==> config.mk <==
export PLATFORM = sky130hd
export DESIGN_NAME = pipelined_ripple_adder
export DESIGN_NICKNAME = d
export VERILOG_FILES = /design/src/rtl/pipelined_ripple_adder.sv
export SDC_FILE = /design/constraint.sdc
export NUM_CORES = 1
export LEC_CHECK = 0
export BUFFER_PORTS_ARGS = -buffer_cell sky130_fd_sc_hd__buf_2
export CAP_MARGIN = 20
export CORE_MARGIN = 1
export CORE_UTILIZATION = 57
export CTS_CLUSTER_DIAMETER = 100
export CTS_CLUSTER_SIZE = 28
export DETAILED_ROUTE_END_ITERATION = 12
export PLACE_DENSITY = 0.88
export SLEW_MARGIN = 5
export SYNTH_ARGS = -nofsm -noshare
export SYNTH_HDL_FRONTEND = slang
export SYNTH_SLANG_ARGS = --single-unit
==> constraint.sdc <==
create_clock -name clk -period 2.5 [get_ports clk]
set_clock_uncertainty 0.05 [all_clocks]
set_input_delay 0.5 -clock clk [delete_from_list [all_inputs] [get_ports clk]]
set_output_delay 0.5 -clock clk [all_outputs]
set_load 0.03 [all_outputs]
==> src/rtl/pipelined_ripple_adder.sv <==
// Pipelined ripple-carry adder with a valid/ready handshake on both sides.
// Each stage adds one SEG_W-bit slice of the operands plus the carry from
// the stage before it. Skew registers carry the not-yet-added upper operand
// slices and the finished lower sum slices, so every result leaves aligned.
// Optional feature macro: PIPELINED_RIPPLE_ADDER_OVF_EN adds the signed
// overflow output 'ovf'.
module pipelined_ripple_adder #(
    parameter int WIDTH = 16,
    parameter int SEG_W = 4
) (
    input  logic             clk,
    input  logic             rst_n,
    input  logic             in_valid,
    output logic             in_ready,
    input  logic [WIDTH-1:0] a,
    input  logic [WIDTH-1:0] b,
    input  logic             cin,
    output logic             out_valid,
    input  logic             out_ready,
    output logic [WIDTH-1:0] sum,
    output logic             cout
`ifdef PIPELINED_RIPPLE_ADDER_OVF_EN
    ,
    output logic             ovf
`endif
);

    // SEG_SAFE keeps the derived sizes legal long enough for the
    // configuration check below to report a bad SEG_W.
    localparam int SEG_SAFE = (SEG_W < 1) ? 1 : SEG_W;
    localparam int STAGES   = (WIDTH / SEG_SAFE < 1) ? 1 : (WIDTH / SEG_SAFE);
    localparam int LAST     = STAGES - 1;

    generate
        if ((SEG_W < 1) || ((WIDTH % SEG_SAFE) != 0)) begin : g_bad_cfg
            $error("pipelined_ripple_adder: WIDTH must be a positive multiple of SEG_W");
        end
    endgenerate

    // Per-stage state: valid bit, operand copies, partial sum, slice carry.
    logic [STAGES-1:0]                 valid_q, valid_d;
    logic [STAGES-1:0][WIDTH-1:0]      a_q, a_d;
    logic [STAGES-1:0][WIDTH-1:0]      b_q, b_d;
    logic [STAGES-1:0][WIDTH-1:0]      sum_q, sum_d;
    logic [STAGES-1:0]                 carry_q, carry_d;

    // What each stage would capture: the input port for stage 0, the
    // previous stage's registers for everything after it.
    logic [STAGES-1:0]                 src_valid;
    logic [STAGES-1:0]                 src_carry;
    logic [STAGES-1:0][WIDTH-1:0]      src_a;
    logic [STAGES-1:0][WIDTH-1:0]      src_b;
    logic [STAGES-1:0][WIDTH-1:0]      src_sum;

    // Slice result per stage, carry-out in the top bit.
    logic [STAGES-1:0][SEG_SAFE:0]     seg_res;

    // ld[k]: stage k captures new contents this cycle (empty or draining).
    logic [STAGES-1:0]                 ld;
    logic                              down_rdy;

    // Stall chain: a stage may load when it is empty or the stage ahead of
    // it can take its contents; the last stage drains on out_ready.
    always_comb begin
        down_rdy = out_ready;
        ld       = '0;
        for (int k = STAGES - 1; k >= 0; k--) begin
            ld[k]    = !valid_q[k] || down_rdy;
            down_rdy = ld[k];
        end
    end

    // Route the input port into stage 0 and each stage into the next.
    always_comb begin
        src_valid    = '0;
        src_carry    = '0;
        src_a        = '0;
        src_b        = '0;
        src_sum      = '0;
        src_valid[0] = in_valid;
        src_carry[0] = cin;
        src_a[0]     = a;
        src_b[0]     = b;
        src_sum[0]   = '0;
        for (int k = 1; k < STAGES; k++) begin
            src_valid[k] = valid_q[k-1];
            src_carry[k] = carry_q[k-1];
            src_a[k]     = a_q[k-1];
            src_b[k]     = b_q[k-1];
            src_sum[k]   = sum_q[k-1];
        end
    end

    // Slice adders and next-state: load a freshly added slice, else hold.
    always_comb begin
        seg_res = '0;
        valid_d = valid_q;
        a_d     = a_q;
        b_d     = b_q;
        sum_d   = sum_q;
        carry_d = carry_q;
        for (int k = 0; k < STAGES; k++) begin
            seg_res[k] = {1'b0, src_a[k][k*SEG_SAFE +: SEG_SAFE]}
                       + {1'b0, src_b[k][k*SEG_SAFE +: SEG_SAFE]}
                       + {{SEG_SAFE{1'b0}}, src_carry[k]};
            if (ld[k]) begin
                valid_d[k]                         = src_valid[k];
                a_d[k]                             = src_a[k];
                b_d[k]                             = src_b[k];
                sum_d[k]                           = src_sum[k];
                sum_d[k][k*SEG_SAFE +: SEG_SAFE]   = seg_res[k][SEG_SAFE-1:0];
                carry_d[k]                         = seg_res[k][SEG_SAFE];
            end
        end
    end

    // Pipeline registers; reset empties every stage and zeroes the result.
    always_ff @(posedge clk or negedge rst_n) begin
        if (!rst_n) begin
            valid_q <= '0;
            a_q     <= '0;
            b_q     <= '0;
            sum_q   <= '0;
            carry_q <= '0;
        end else begin
            valid_q <= valid_d;
            a_q     <= a_d;
            b_q     <= b_d;
            sum_q   <= sum_d;
            carry_q <= carry_d;
        end
    end

    // The last stage's operand copies have no consumer downstream.
    logic unused_last_ops;
    assign unused_last_ops = ^{a_q[LAST], b_q[LAST]};

`ifdef PIPELINED_RIPPLE_ADDER_OVF_EN
    logic ovf_q, ovf_d;

    // Signed overflow: carry into the MSB (recovered from the MSB sum bit)
    // XOR carry out of the MSB, captured alongside the last slice.
    always_comb begin
        ovf_d = ovf_q;
        if (ld[LAST]) begin
            ovf_d = src_a[LAST][WIDTH-1] ^ src_b[LAST][WIDTH-1]
                  ^ seg_res[LAST][SEG_SAFE-1] ^ seg_res[LAST][SEG_SAFE];
        end
    end

    // Overflow flag register, aligned with the last stage's sum.
    always_ff @(posedge clk or negedge rst_n) begin
        if (!rst_n) begin
            ovf_q <= 1'b0;
        end else begin
            ovf_q <= ovf_d;
        end
    end

    assign ovf = ovf_q;
`endif

    assign in_ready  = ld[0];
    assign out_valid = valid_q[LAST];
    assign sum       = sum_q[LAST];
    assign cout      = carry_q[LAST];

endmodule

==> results.toml <==
[placed_design]
port_buffers = 55
dp_cells = 476
post-dp-hpwl_um = 5330
place_area_mm2 = 0.00461
gp_congestion = 0.763
dp_slack_ns = 0.548

[drt]
drt_iter0_drc = 160
antenna_left = 0
vias = 2631
viasPerCell = 5.36
wirelength_um = 7680
drc = 0
dr.pass1.iters = 4
wl_per_cell_um = 15.6

[synthesis]
synth_compound_area_share_pct = 4.06
synth_top_area_cell = "dfrtp_1"
synth_top_family_by_area = "multiplexers"
synth_edf_count = 0
synth_area_mm2 = 0.00422
synth_cell_types = 35
yosys_warnings = 0
async_flop_share_pct = 100
synthesis.instances = 330
ys_seq_area_share_pct = 56.9
synth.avg_cell_area_um2 = 12.8
ys_seq_elements = 96
synthMuxAreaShare_pct = 17.8
synthAdderAreaFrac_pct = 7.35
synthXorXnorAreaFrac_pct = 0.830
synth.top_cell.area_share_pct = 56.9
synth_ff_type = "dfrtp_1"
syn_nets = 387
yosys.area_share.simple_pct = 9.90
synth_area_leaders = "dfrtp_1 57%, mux2_4 9.2%, mux2_2 8.3%, nand2_1 5.4%, fa_1 3.8%"

[clock_network]
clockBufferDepth = 2
cts_resized = 0
cts_tree = "yes"
post_cts_buffers = 0
cts_hold_buf = 0
worstSkewPairLatency_ns = 0.35
cts_buffers = 9
cts-root-buf = "clkbuf_8"
cts.htree.levels = 3
cts.sinks = 96
path_clk_slew_ns = 0.09

[finish]
drive_gt1_share_pct = 34.2
final_cells = 491
areaGrowthSynthToFinish_pct = 14.3
fillers = 523
multi_input_area_mm2 = 0.00168
final_area_mm2 = 0.00483
seq_area_mm2 = 0.00240
nNetsFinal = 445
diodes = 0

[timing]
setup_viol = 0
slew_violations = 0
rsz0062_at_grt = "false"
max_clock_freq_mhz = 511
finalCritPeriodShare_pct = 78.2
worst_pin_slew_ns = 0.900
slew_headroom_pct = 40.0
hold_viol_final = 0
setup_tns_ns = 0
fin_crit_ns = 1.96
fin_ws_ns = 0.544
hold_ws_ns = 0.0705

[worst_setup_path]
cp-start-kind = "flip-flop"
crit_type = "reg -> reg"
r2r_setup_slack_ns = 0.54
cp_data_required_time_ns = 2.64
crit_path_start = "a_q[44]$_DFFE_PN0P_"
endpoint = "carry_q[3]$_DFFE_PN0P_"
critPathMaxFanout = 2
reg2regPathDepth = 5
reg2reg_to = "carry_q[3]$_DFFE_PN0P_"
worstSetupEndpointType = "flip-flop"
crit_arrival_ns = 2.10
reg2reg_from = "a_q[44]$_DFFE_PN0P_"

[floorplanning]
rows = 31
start_util_pct = 58.5
chipHeight_um = 88.1
top_level_ports = 56
die_area_mm2 = 0.00775
core_area_mm2 = 0.00721
fp.dieW_um = 88.1

[global_route]
grt_pass1_wl_um = 12400
first_global_vias = 2522
antenna_found_initial = 0
track_usage_pct = 21.6
grt_max_degree = 56
overflow = 0

[power_and_ir_drop]
max-vdd-ir-drop_mv = 0.374
power_density_mw_per_mm2 = 967
cellLeakagePower_nw = 2.39

[run]
maxCapViolCount = 0

[worst_hold_path]
min_path_type = "in -> async"

[status]
outcome = "finished clean"
-- worst max-delay path, stage by stage, from the launching register on --
cell	delay [ns]
dfrtp_1	0.41
fa_1	0.47
fa_1	0.42
a21o_1	0.20
a21oi_1	0.16
a21oi_1	0.09
-- logic make-up (layout without fill, tap and decap cells) --
| logic type | count (synthesis) | count (layout) |
|---|---|---|
| DFF | 96 | 96 |
| and+or+nand+nor | 95 | 95 |
| muxes | 58 | 58 |
| AOI/OAI and AO/OA | 29 | 29 |
| buffers and inverters | 28 | 90 |
| adders and majority gates | 20 | 20 |
| xor gates and xnor gates | 4 | 4 |
-- area by class of cell --
class,instances,area share [%]
clock inverter,5,1.69
clock buffer,10,2.85
timing repair buffer,60,7.05
tap,99,2.57
inverter,15,1.17
sequential,96,49.8
multi-input combinational,206,34.9
-- power breakdown --
group	total [mW]	internal, mW	switching, mW
combinational	1.35	0.596	0.754
sequential	2.21	1.96	0.249
clock	1.11	0.585	0.520
total	4.67	3.14	1.52
-- synthesized netlist by cell type (2+ instances only) --
| master | number |
|---|---|
| a21o_1 | 2 |
| a21oi_1 | 12 |
| a31oi_1 | 2 |
| buf_2 | 6 |
| buf_6 | 3 |
| clkbuf_1 | 4 |
| dfrtp_1 | 96 |
| fa_1 | 8 |
| ha_1 | 12 |
| inv_1 | 15 |
| mux2_2 | 31 |
| mux2_4 | 26 |
| nand2_1 | 61 |
| nand2b_1 | 4 |
| nand3_1 | 3 |
| nand3b_1 | 2 |
| nor2_1 | 11 |
| nor2b_1 | 5 |
| nor3_1 | 3 |
| o21ai_0 | 7 |
| xnor2_1 | 2 |
| xor2_1 | 2 |
-- cell usage in the layout, fill, tap and decap left out, types with 3 or more instances in the layout --
master,n
nand3_1,3
clkbuf_8,10
a21oi_1,12
buf_4,4
ha_1,12
dfrtp_1,96
o21ai_0,7
nand2_1,61
nor2_1,11
nor2b_1,5
inv_1,15
mux2_2,31
buf_2,54
fa_1,8
nand2b_1,4
mux2_4,26
nor3_1,3
-- flip-flops by register name, summed over array words and instances (netlist names) --
signal,count
b_q,24
carry_q,4
src_sum,24
valid_q,4
a_q,24
sum,16
-- routing by layer --
| metal | GRT usage, % | part of all wire, % |
|---|---|---|
| met5 | 0 | 0 |
| met4 | 9.24 | 2.3 |
| met3 | 3.02 | 2.9 |
| met2 | 34.2 | 48 |
| met1 | 30.2 | 46 |
-- stage by stage --
| step | total power [mW] | utilization [%] |
|---|---|---|
| floorplan | 3.17 | - |
| global placement | 3.51 | 63.9 |
| detailed placement | 3.60 | 63.9 |
| CTS | 4.69 | 66.9 |
| global route | 4.91 | 66.9 |
| finish | 4.67 | 66.9 |
-- how the worst min path moves through the flow --
stage,startpoint,to,depth (start not counted)
2_1_floorplan,rst_n,a_q[10]$_DFFE_PN0P_,0
3_3_place_gp,a_q[31]$_DFFE_PN0P_,a_q[31]$_DFFE_PN0P_,2
3_5_place_dp,a_q[29]$_DFFE_PN0P_,a_q[29]$_DFFE_PN0P_,2
4_1_cts,rst_n,sum[2]$_DFFE_PN0P_,1
5_1_grt,rst_n,sum[2]$_DFFE_PN0P_,1
6_report,rst_n,sum[2]$_DFFE_PN0P_,1
(Power assumes the default switching activity.)
